$ cat config.mk
export PLATFORM = sky130hd
export DESIGN_NAME = fetch_prefetch_unit
export DESIGN_NICKNAME = d
export VERILOG_FILES = /design/src/rtl/fetch_prefetch_unit.sv
export SDC_FILE = /design/constraint.sdc
export NUM_CORES = 1
export LEC_CHECK = 0
export CORE_ASPECT_RATIO = 1.2
export CORE_UTILIZATION = 46
export CTS_CLUSTER_DIAMETER = 120
export DETAILED_ROUTE_END_ITERATION = 16
export HOLD_SLACK_MARGIN = 0.06
export PLACE_DENSITY = 0.77
export SYNTH_ARGS = -nofsm -noshare
export SYNTH_HDL_FRONTEND = slang
export SYNTH_SLANG_ARGS = --single-unit
$ cat constraint.sdc
create_clock -name clk -period 2.51 [get_ports clk]
set_input_delay 0.251 -clock clk [delete_from_list [all_inputs] [get_ports clk]]
set_output_delay 0.251 -clock clk [all_outputs]
set_load 0.02 [all_outputs]
$ cat src/rtl/fetch_prefetch_unit.sv
// fetch_prefetch_unit: single-outstanding instruction fetcher feeding an instruction queue,
// with redirect flush, one-word hold buffer for a full queue, and push/drop counters.
module fetch_prefetch_unit #(
  parameter logic [31:0] RESET_PC = 32'h0040_0000
) (
  input  logic        clk,
  input  logic        rst_n,
  input  logic        redirect_valid,
  input  logic [31:0] redirect_pc,
  output logic        ic_req_valid,
  output logic [31:0] ic_req_addr,
  input  logic        ic_req_ready,
  input  logic        ic_rsp_valid,
  input  logic [31:0] ic_rsp_data,
  input  logic        q_full,
  output logic        q_push,
  output logic [31:0] q_push_data,
  output logic [31:0] q_push_pc,
  output logic [15:0] push_count,
  output logic [15:0] drop_count
);
  typedef enum logic [1:0] {S_REQ, S_WAIT, S_HOLD, S_DROP} state_t;
  state_t      state_q, state_d;
  logic [31:0] pc_q, pc_d, req_pc_q, req_pc_d;
  logic [31:0] hold_data_q, hold_data_d, hold_pc_q, hold_pc_d;
  logic [15:0] push_cnt_q, drop_cnt_q;
  logic        drop;
  assign ic_req_addr = pc_q & 32'hFFFF_FFFC;
  assign push_count  = push_cnt_q;
  assign drop_count  = drop_cnt_q;
  always_comb begin
    state_d      = state_q;
    pc_d         = pc_q;
    req_pc_d     = req_pc_q;
    hold_data_d  = hold_data_q;
    hold_pc_d    = hold_pc_q;
    ic_req_valid = 1'b0;
    q_push       = 1'b0;
    q_push_data  = hold_data_q;
    q_push_pc    = hold_pc_q;
    drop         = 1'b0;
    case (state_q)
      S_REQ: begin
        // rst_n gating keeps the request quiet while reset is held
        ic_req_valid = rst_n && !redirect_valid;
        if (redirect_valid) pc_d = redirect_pc;
        else if (ic_req_ready) begin
          req_pc_d = ic_req_addr;
          state_d  = S_WAIT;
        end
      end
      S_WAIT: begin
        q_push_data = ic_rsp_data;
        q_push_pc   = req_pc_q;
        if (redirect_valid) begin
          pc_d    = redirect_pc;
          drop    = ic_rsp_valid;
          state_d = ic_rsp_valid ? S_REQ : S_DROP;
        end else if (ic_rsp_valid && !q_full) begin
          q_push  = 1'b1;
          pc_d    = req_pc_q + 32'd4;
          state_d = S_REQ;
        end else if (ic_rsp_valid) begin
          hold_data_d = ic_rsp_data;
          hold_pc_d   = req_pc_q;
          state_d     = S_HOLD;
        end
      end
      S_HOLD: begin
        if (redirect_valid) begin
          pc_d    = redirect_pc;
          drop    = 1'b1;
          state_d = S_REQ;
        end else if (!q_full) begin
          q_push  = 1'b1;
          pc_d    = hold_pc_q + 32'd4;
          state_d = S_REQ;
        end
      end
      S_DROP: begin
        if (redirect_valid) pc_d = redirect_pc;
        if (ic_rsp_valid) begin
          drop    = 1'b1;
          state_d = S_REQ;
        end
      end
      default: state_d = S_REQ;
    endcase
  end
  always_ff @(posedge clk or negedge rst_n) begin
    if (!rst_n) begin
      state_q     <= S_REQ;
      pc_q        <= RESET_PC;
      req_pc_q    <= '0;
      hold_data_q <= '0;
      hold_pc_q   <= '0;
      push_cnt_q  <= '0;
      drop_cnt_q  <= '0;
    end else begin
      state_q     <= state_d;
      pc_q        <= pc_d;
      req_pc_q    <= req_pc_d;
      hold_data_q <= hold_data_d;
      hold_pc_q   <= hold_pc_d;
      push_cnt_q  <= push_cnt_q + {15'd0, q_push};
      drop_cnt_q  <= drop_cnt_q + {15'd0, drop};
    end
  end
endmodule

==> results by group, run 1 <==
Run status
  • Outcome: finished clean

Placement
  • GP Congestion: 0.867
  • IO buf count: 193
  • DP HPWL: 16000 um
  • Cell total after placement: 1188
  • DP Worst Slack: 0.115 ns

Logic synthesis
  • Mean Syn Cell Area: 11.0 um2
  • Netlist cell types: 55
  • Largest family of logic cells by synthesized area: multiplexers
  • Post-Synth Simple-Gate Area: 12.9%
  • Yosys reg bits: 156
  • Post-synthesis mux area share: 20.4%
  • Complex-gate fraction of the synthesized area: 7.74%
  • Synth Flop Type: dfrtp_1
  • Seq/Total Area, Yosys: 45.3%
  • Cells after Synth: 785
  • Post-Synth XOR/XNOR Area: 8.33%
  • Synthesized cell area: 8620 um2
  • Synth warn: 0
  • Synth Area in Adders: 1.74%
  • Post-synth ARST share: 100%
  • EDFF count, synth: 0

Run
  • Max-Cap Viols: 0

Critical path
  • CP required: 2.82 ns
  • CP max FO: 5
  • CP endpoint kind: flop
  • Slowest cell delay on critical path: 0.42 ns
  • Slowest-stage cell, CP: dfrtp_2
  • Worst path cell trace: inv_1 -> ha_1 -> inv_1 -> nor4_4 -> ha_2 -> ha_1 -> nand2_1 -> nor2_1 -> nand4_1 -> xnor2_1
  • WS Path Type: reg2reg
  • WP data arrival: 2.67 ns
  • Startpoint types: flop

Detailed routing
  • Wire per inst: 18.8 um
  • Final WL: 23100 um
  • Vias per Instance: 5.68
  • Met3 WL: 1150 um
  • Highest routed layer: met4
  • DRC viols: 0
  • Drt pass-1 iters: 5
  • Wire length on met2: 11600 um
  • Final ANT Viol Nets: 0
  • Met1 wire length: 9700 um
  • 1st-iter DRT viols: 379
  • Routed via count: 6953

STA
  • Slew headroom: 42.1%
  • Period utilization: 94.2%
  • RSZ-0062 raised after global routing: true
  • Final min period: 2.36 ns
  • Worst Skew: 0.0103 ns
  • Setup slack after layout: 0.146 ns
  • Final setup fails: 0
  • Max Fclk: 0.423 GHz
  • Slew Limit Fails: 0
  • Worst Tran Pin Value: 0.869 ns
  • Final Hold Fails: 0

Power and ir drop
  • Leak Pwr: 5.26 nW
  • Pwr Density: 1260 nW/um2
  • VDD IR-drop max: 0.799 mV
  • Total power draw: 14.7 mW

Layout
  • Filler instances: 1498
  • N_diodes: 0
  • Final Non-Filler Cells: 1224
  • Share of cells above drive strength 1: 21.6%
  • Layout Nets: 1069
  • Final Util: 64.0%
  • Layout area overhead: 35.4%

CTS
  • Clock Latency Late Sink: 0.42 ns
  • Worst-path clk slew: 0.06 ns
  • CTS tree: yes
  • Clock Tree Buf Depth: 2
  • # clock sinks: 156
  • H-tree Lvls: 4
  • Clock buffer count from CTS: 17
  • Root buffer cell: clkbuf_16

GRT
  • Gr usage total: 24.7%
  • Initial antenna violation count: 0
  • First-pass GRT wire length: 37200 um
  • Grt ovf: 0
  • Vias in the first global route: 6964
  • Largest net degree at the start of global routing: 157

Worst hold path
  • Worst hold path type: in2reg

Die
  • Die width: 127 um
  • Initial Util: 47.2%
  • Die Y: 152 um
  • Core ar.: 18200 um2
  • Row cnt: 54
  • DIE AREA: 19300 um2
  • Ports: 200
stage by stage:
stage | hold WS [ns] | instance area [um2] | setup TNS, ns
finish | 0.400 | 11700 | 0
global route | 0.406 | 11700 | -0.0144
CTS | 0.384 | 11500 | -2.93
detailed placement | 0.461 | 10900 | 0
global placement | 0.456 | 10900 | 0
floorplan | -0.0446 | 8650 | 0
layer usage:
metal,global-route usage (%),vias to the layer above
met4,10.5,0
met5,0,-
met3,4.30,47
met1,31.6,3438
met2,41.2,244
li1,-,3224
state kept, by name, indices dropped and copies added, names as in the netlist:
| name | cells |
|---|---|
| push_count | 16 |
| state_q | 2 |
| drop_count | 16 |
| req_pc_q | 30 |
| hold_pc_q | 30 |
| hold_data_q | 32 |
| pc_q | 30 |
power breakdown:
part / internal, mW / leakage (nW) / switching (mW)
sequential: 3.55 / 1.95 / 1.17
combinational: 3.62 / 3.01 / 3.59
clock: 1.70 / 0.300 / 1.07
final cells by class:
type	instances	area, um2	share of cell area [%]
clock buffers	19	443	3.80
multi-input cells	571	4470	38.3
repair buffers	229	2330	20.0
inverters	12	45.0	0.386
clock inverters	13	188	1.61
well taps	224	280	2.40
flip-flops and latches	156	3910	33.5
Yosys cell counts, drive strengths merged (5+ instances only):
master,n,area share (%)
a21o,7,0.61
a21oi,35,2.1
a221oi,11,1.1
a222oi,7,0.81
a22oi,6,0.52
and3,16,1.2
and4,5,0.51
buf,17,1.5
clkbuf,32,1.5
dfrtp,155,45
ha,12,1.7
inv,12,0.52
mux2,152,20
mux2i,5,0.58
nand2,51,2.3
nand3,39,2.5
nand4,23,1.7
nor2,51,2.2
nor3,11,0.70
nor4,6,0.83
o21ai,18,1.0
xnor2,55,5.6
xor2,27,2.7
logic make-up after synthesis:
group,count (synthesis)
mux,157
simple gates,215
xor+xnor,82
flops,156
buf+inv,61
other cells,1
fa+ha+maj,12
compound gates,101
path summary, 6_finish.rpt:
path,startpoint,endpoint,slack [ns],cells past startpoint
max,state_q[0]$_DFFE_PN0P_,push_count[14]$_DFF_PN0_,0.15,10
min,redirect_pc[9],pc_q[9]$_DFFE_PN0P_,0.40,3
max reg2reg,state_q[0]$_DFFE_PN0P_,push_count[14]$_DFF_PN0_,0.15,10
min reg2reg,push_count[15]$_DFF_PN0_,push_count[15]$_DFF_PN0_,0.47,1
max in group asynchronous,rst_n,state_q[0]$_DFFE_PN0P_,1.30,3
min in group asynchronous,rst_n,req_pc_q[3]$_DFFE_PN0P_,0.49,3
critical path, delay by kind of cell, from the launching register on:
family / cells / cell delay, ns
adders and majority gates: 3 / 0.79
and+or+nand+nor: 4 / 0.69
DFF: 1 / 0.42
xor gates and xnor gates: 1 / 0.15
buffers and inverters: 2 / 0.21
cell usage in the layout (no fill, tap or decap), types with 10 or more instances in the layout:
cell	count
dfrtp_1	154
clkdlybuf4s50_1	129
mux2_2	123
xnor2_1	55
nand2_1	49
nor2_1	48
nand3_1	36
dlygate4sd2_1	35
a21oi_1	34
mux2_1	29
dlymetal6s2s_1	28
xor2_1	27
buf_4	26
nand4_1	22
clkbuf_16	17
o21ai_0	16
and3_1	16
inv_1	11
a221oi_1	11
nor3_1	10
what timing repair did:
action | 4_1_cts | 5_1_grt
endpoints found under the setup margin | 62 | 48
buffers inserted | 0 | 2
gates cloned | 1 | 0
endpoints found under the hold margin | 131 | 0
gates resized for setup | 37 | 41
hold buffers | 1 | 0
pin swaps | 0 | 1
No activity file was read; power rests on OpenSTA's default activity.
==> inputs of run 2 (changes only) <==
- SETUP_SLACK_MARGIN: default -> 0.15
- clock period: 2.51 -> 2.1 ns (I/O delays scaled with it)
==> results by group, run 2 (same netlist as run 1, synthesis figures left out) <==
Layout
  • Final Cell Area: 14300 um2 (+23%)
  • Layout Nets: 1183 (+11%)
  • Largest register FFs: 32 (unchanged)
  • Register with the highest flop count: hold_data_q
  • Share of cells above drive strength 1: 46.2% (+25 points)
  • Commonest cells after routing, fill and taps aside: 154 x dfrtp_1, 128 x clkdlybuf4s50_1, 117 x mux2_4
  • Layout area overhead: 66.3%
  • Commonest non-fill, non-tap cell in the layout: dfrtp_1
  • Final Util: 78.5% (+15 points)

Detailed routing
  • Vias per Instance: 6.34 (+12%)
  • Highest routed layer: met4
  • Routed via count: 8490 (+22%)
  • Met3 WL: 3220 um (+180%)
  • Final WL: 35400 um (+54%)
  • Final ANT Viol Nets: 0 (unchanged)
  • Met1 wire length: 12800 um (+32%)
  • 1st-iter DRT viols: 796 (+110%)
  • Drt pass-1 iters: 7 (+2)
  • DRC viols: 0 (unchanged)
  • Wire per inst: 26.4 um (+40%)
  • Wire length on met2: 16800 um (+45%)

Worst hold path
  • Worst hold path type: in2reg
  • Hold path cells: 3 (unchanged)
  • Hold_sp: redirect_pc[9]
  • Hold path endpoint: pc_q[9]$_DFFE_PN0P_

Critical path
  • WS Path Type: reg2reg
  • Flop2flop setup slack: -0.32 ns (-0.47 ns)
  • Slowest cell delay on critical path: 0.48 ns (+0.06 ns)
  • CP required: 2.45 ns (-0.37 ns)
  • CP max FO: 4 (-1)
  • R2R Path End: push_count[14]$_DFF_PN0_
  • Startpoint types: flop
  • Slowest-stage cell, CP: dfrtp_2
  • WP data arrival: 2.77 ns (+0.10 ns)
  • Worst r2r path cells: 11 (+1)
  • CP endpoint kind: flop
  • Worst path cell trace: inv_4 -> buf_6 -> ha_4 -> inv_4 -> nor4_4 -> ha_2 -> ha_4 -> nand2_4 -> nor2_4 -> nand4_1 -> xnor2_1
  • Worst R2R Start: state_q[0]$_DFFE_PN0P_

Die
  • Row cnt: 54 (unchanged)
  • DIE AREA: 19300 um2 (unchanged)
  • Die width: 127 um (unchanged)
  • Initial Util: 47.2% (unchanged)
  • Core ar.: 18200 um2 (unchanged)
  • Die Y: 152 um (unchanged)
  • Ports: 200 (unchanged)

Power and ir drop
  • VDD IR-drop max: 1.08 mV (+36%)
  • Total power draw: 23.6 mW (+61%)
  • Pwr Density: 1650 nW/um2 (+31%)
  • Leak Pwr: 6.44 nW (+23%)

Placement
  • DP HPWL: 16400 um (+2.7%)
  • Post-DP Area: 11400 um2 (+4.3%)
  • IO buf count: 193 (unchanged)
  • GP Congestion: 0.848 (-2.2%)

CTS
  • Root buffer cell: clkbuf_16
  • # clock sinks: 156 (unchanged)
  • Clock Tree Buf Depth: 2 (unchanged)
  • CTS tree: yes
  • Clock buffer count from CTS: 17 (unchanged)
  • Worst-path clk slew: 0.07 ns (about the same)
  • Clock Latency Late Sink: 0.44 ns (+0.02 ns)
  • H-tree Lvls: 4 (unchanged)

Run
  • Max-Cap Viols: 0 (unchanged)

STA
  • Setup TNS: -27.26 ns (-27.26 ns)
  • Slew Limit Fails: 0 (unchanged)
  • Worst Skew: 0.0129 ns (+0.00258 ns)
  • Final Hold Fails: 0 (unchanged)
  • Slew headroom: 43.4% (+1.3 points)
  • Worst Tran Pin Value: 0.850 ns (-0.0193 ns)
  • Max Fclk: 0.413 GHz (-2.4%)
  • Final setup fails: 175 (+175)
  • RSZ-0062 raised after global routing: true
  • Final min period: 2.42 ns (+0.0592 ns)
  • Setup slack after layout: -0.323 ns (-0.469 ns)
  • Period utilization: 115% (+21 points)

GRT
  • Vias in the first global route: 7833 (+12%)
  • Gr usage total: 29.1% (+4.4 points)
  • Grt ovf: 0 (unchanged)
  • First-pass GRT wire length: 42800 um (+15%)
  • Largest net degree at the start of global routing: 157 (unchanged)
  • Initial antenna violation count: 2 (+2)

Run status
  • Violated checks: negative setup slack
  • Outcome: finished with violations
-- run 2: metrics by stage --
step / setup slack, ns / instances / hold WS [ns]
6_report: -0.323 / 1340 / 0.343
5_1_grt: -0.375 / 1340 / 0.363
4_1_cts: -0.108 / 1305 / 0.338
3_5_place_dp: -0.123 / 1231 / 0.450
3_3_place_gp: -0.0706 / 1231 / 0.447
2_1_floorplan: -0.214 / 788 / -0.0856
-- run 2: critical path: cells and delay by family (launching register included) --
kind	cells	cell delay, ns
and+or+nand+nor	4	0.64
buffers and inverters	3	0.22
adders and majority gates	3	0.75
DFF	1	0.48
xor gates and xnor gates	1	0.22
-- run 2: timing repair --
item / in CTS / in global routing
endpoints found under the setup margin: 114 / 181
hold buffers: 1 / 0
pin swaps: 23 / 40
hold endpoints to repair: 155 / 0
cloned: 11 / 10
resized for setup: 438 / 262
buffers inserted: 30 / 23
-- run 2: worst max-delay path by stage --
| stage | slack [ns] | startpoint | cells past startpoint | to |
|---|---|---|---|---|
| floorplan | -0.21 | state_q[1]$_DFFE_PN0P_ | 12 | push_count[14]$_DFF_PN0_ |
| global placement | -0.07 | ic_rsp_valid | 9 | push_count[10]$_DFF_PN0_ |
| detailed placement | -0.12 | state_q[0]$_DFFE_PN0P_ | 13 | drop_count[13]$_DFF_PN0_ |
| CTS | -0.11 | state_q[1]$_DFFE_PN0P_ | 13 | pc_q[24]$_DFFE_PN0P_ |
| global route | -0.37 | state_q[0]$_DFFE_PN0P_ | 11 | push_count[14]$_DFF_PN0_ |
| finish | -0.32 | state_q[0]$_DFFE_PN0P_ | 11 | push_count[14]$_DFF_PN0_ |
-- run 2: per-layer routing --
metal / up-vias / GRT usage (%)
met5: - / 0
met4: 0 / 14.1
met2: 635 / 49.3
li1: 3466 / -
met3: 211 / 5.74
met1: 4178 / 35.4
-- run 2: layout make-up --
type	instances	area, um2
Multi-Input combinational cell	572	5550
Inverter	12	50.0
Clock buffer	20	457
Sequential cell	156	3910
Antenna cell	2	5.00
Fill cell	952	3910
Timing Repair Buffer	342	3920
Clock inverter	12	163
Tap cell	224	280
-- run 2: report_power, final --
part | switching [mW] | internal (mW) | total [mW]
sequential | 1.56 | 4.24 | 5.80
combinational | 6.57 | 7.94 | 14.5
clock | 1.37 | 1.95 | 3.31
total | 9.50 | 14.1 | 23.6
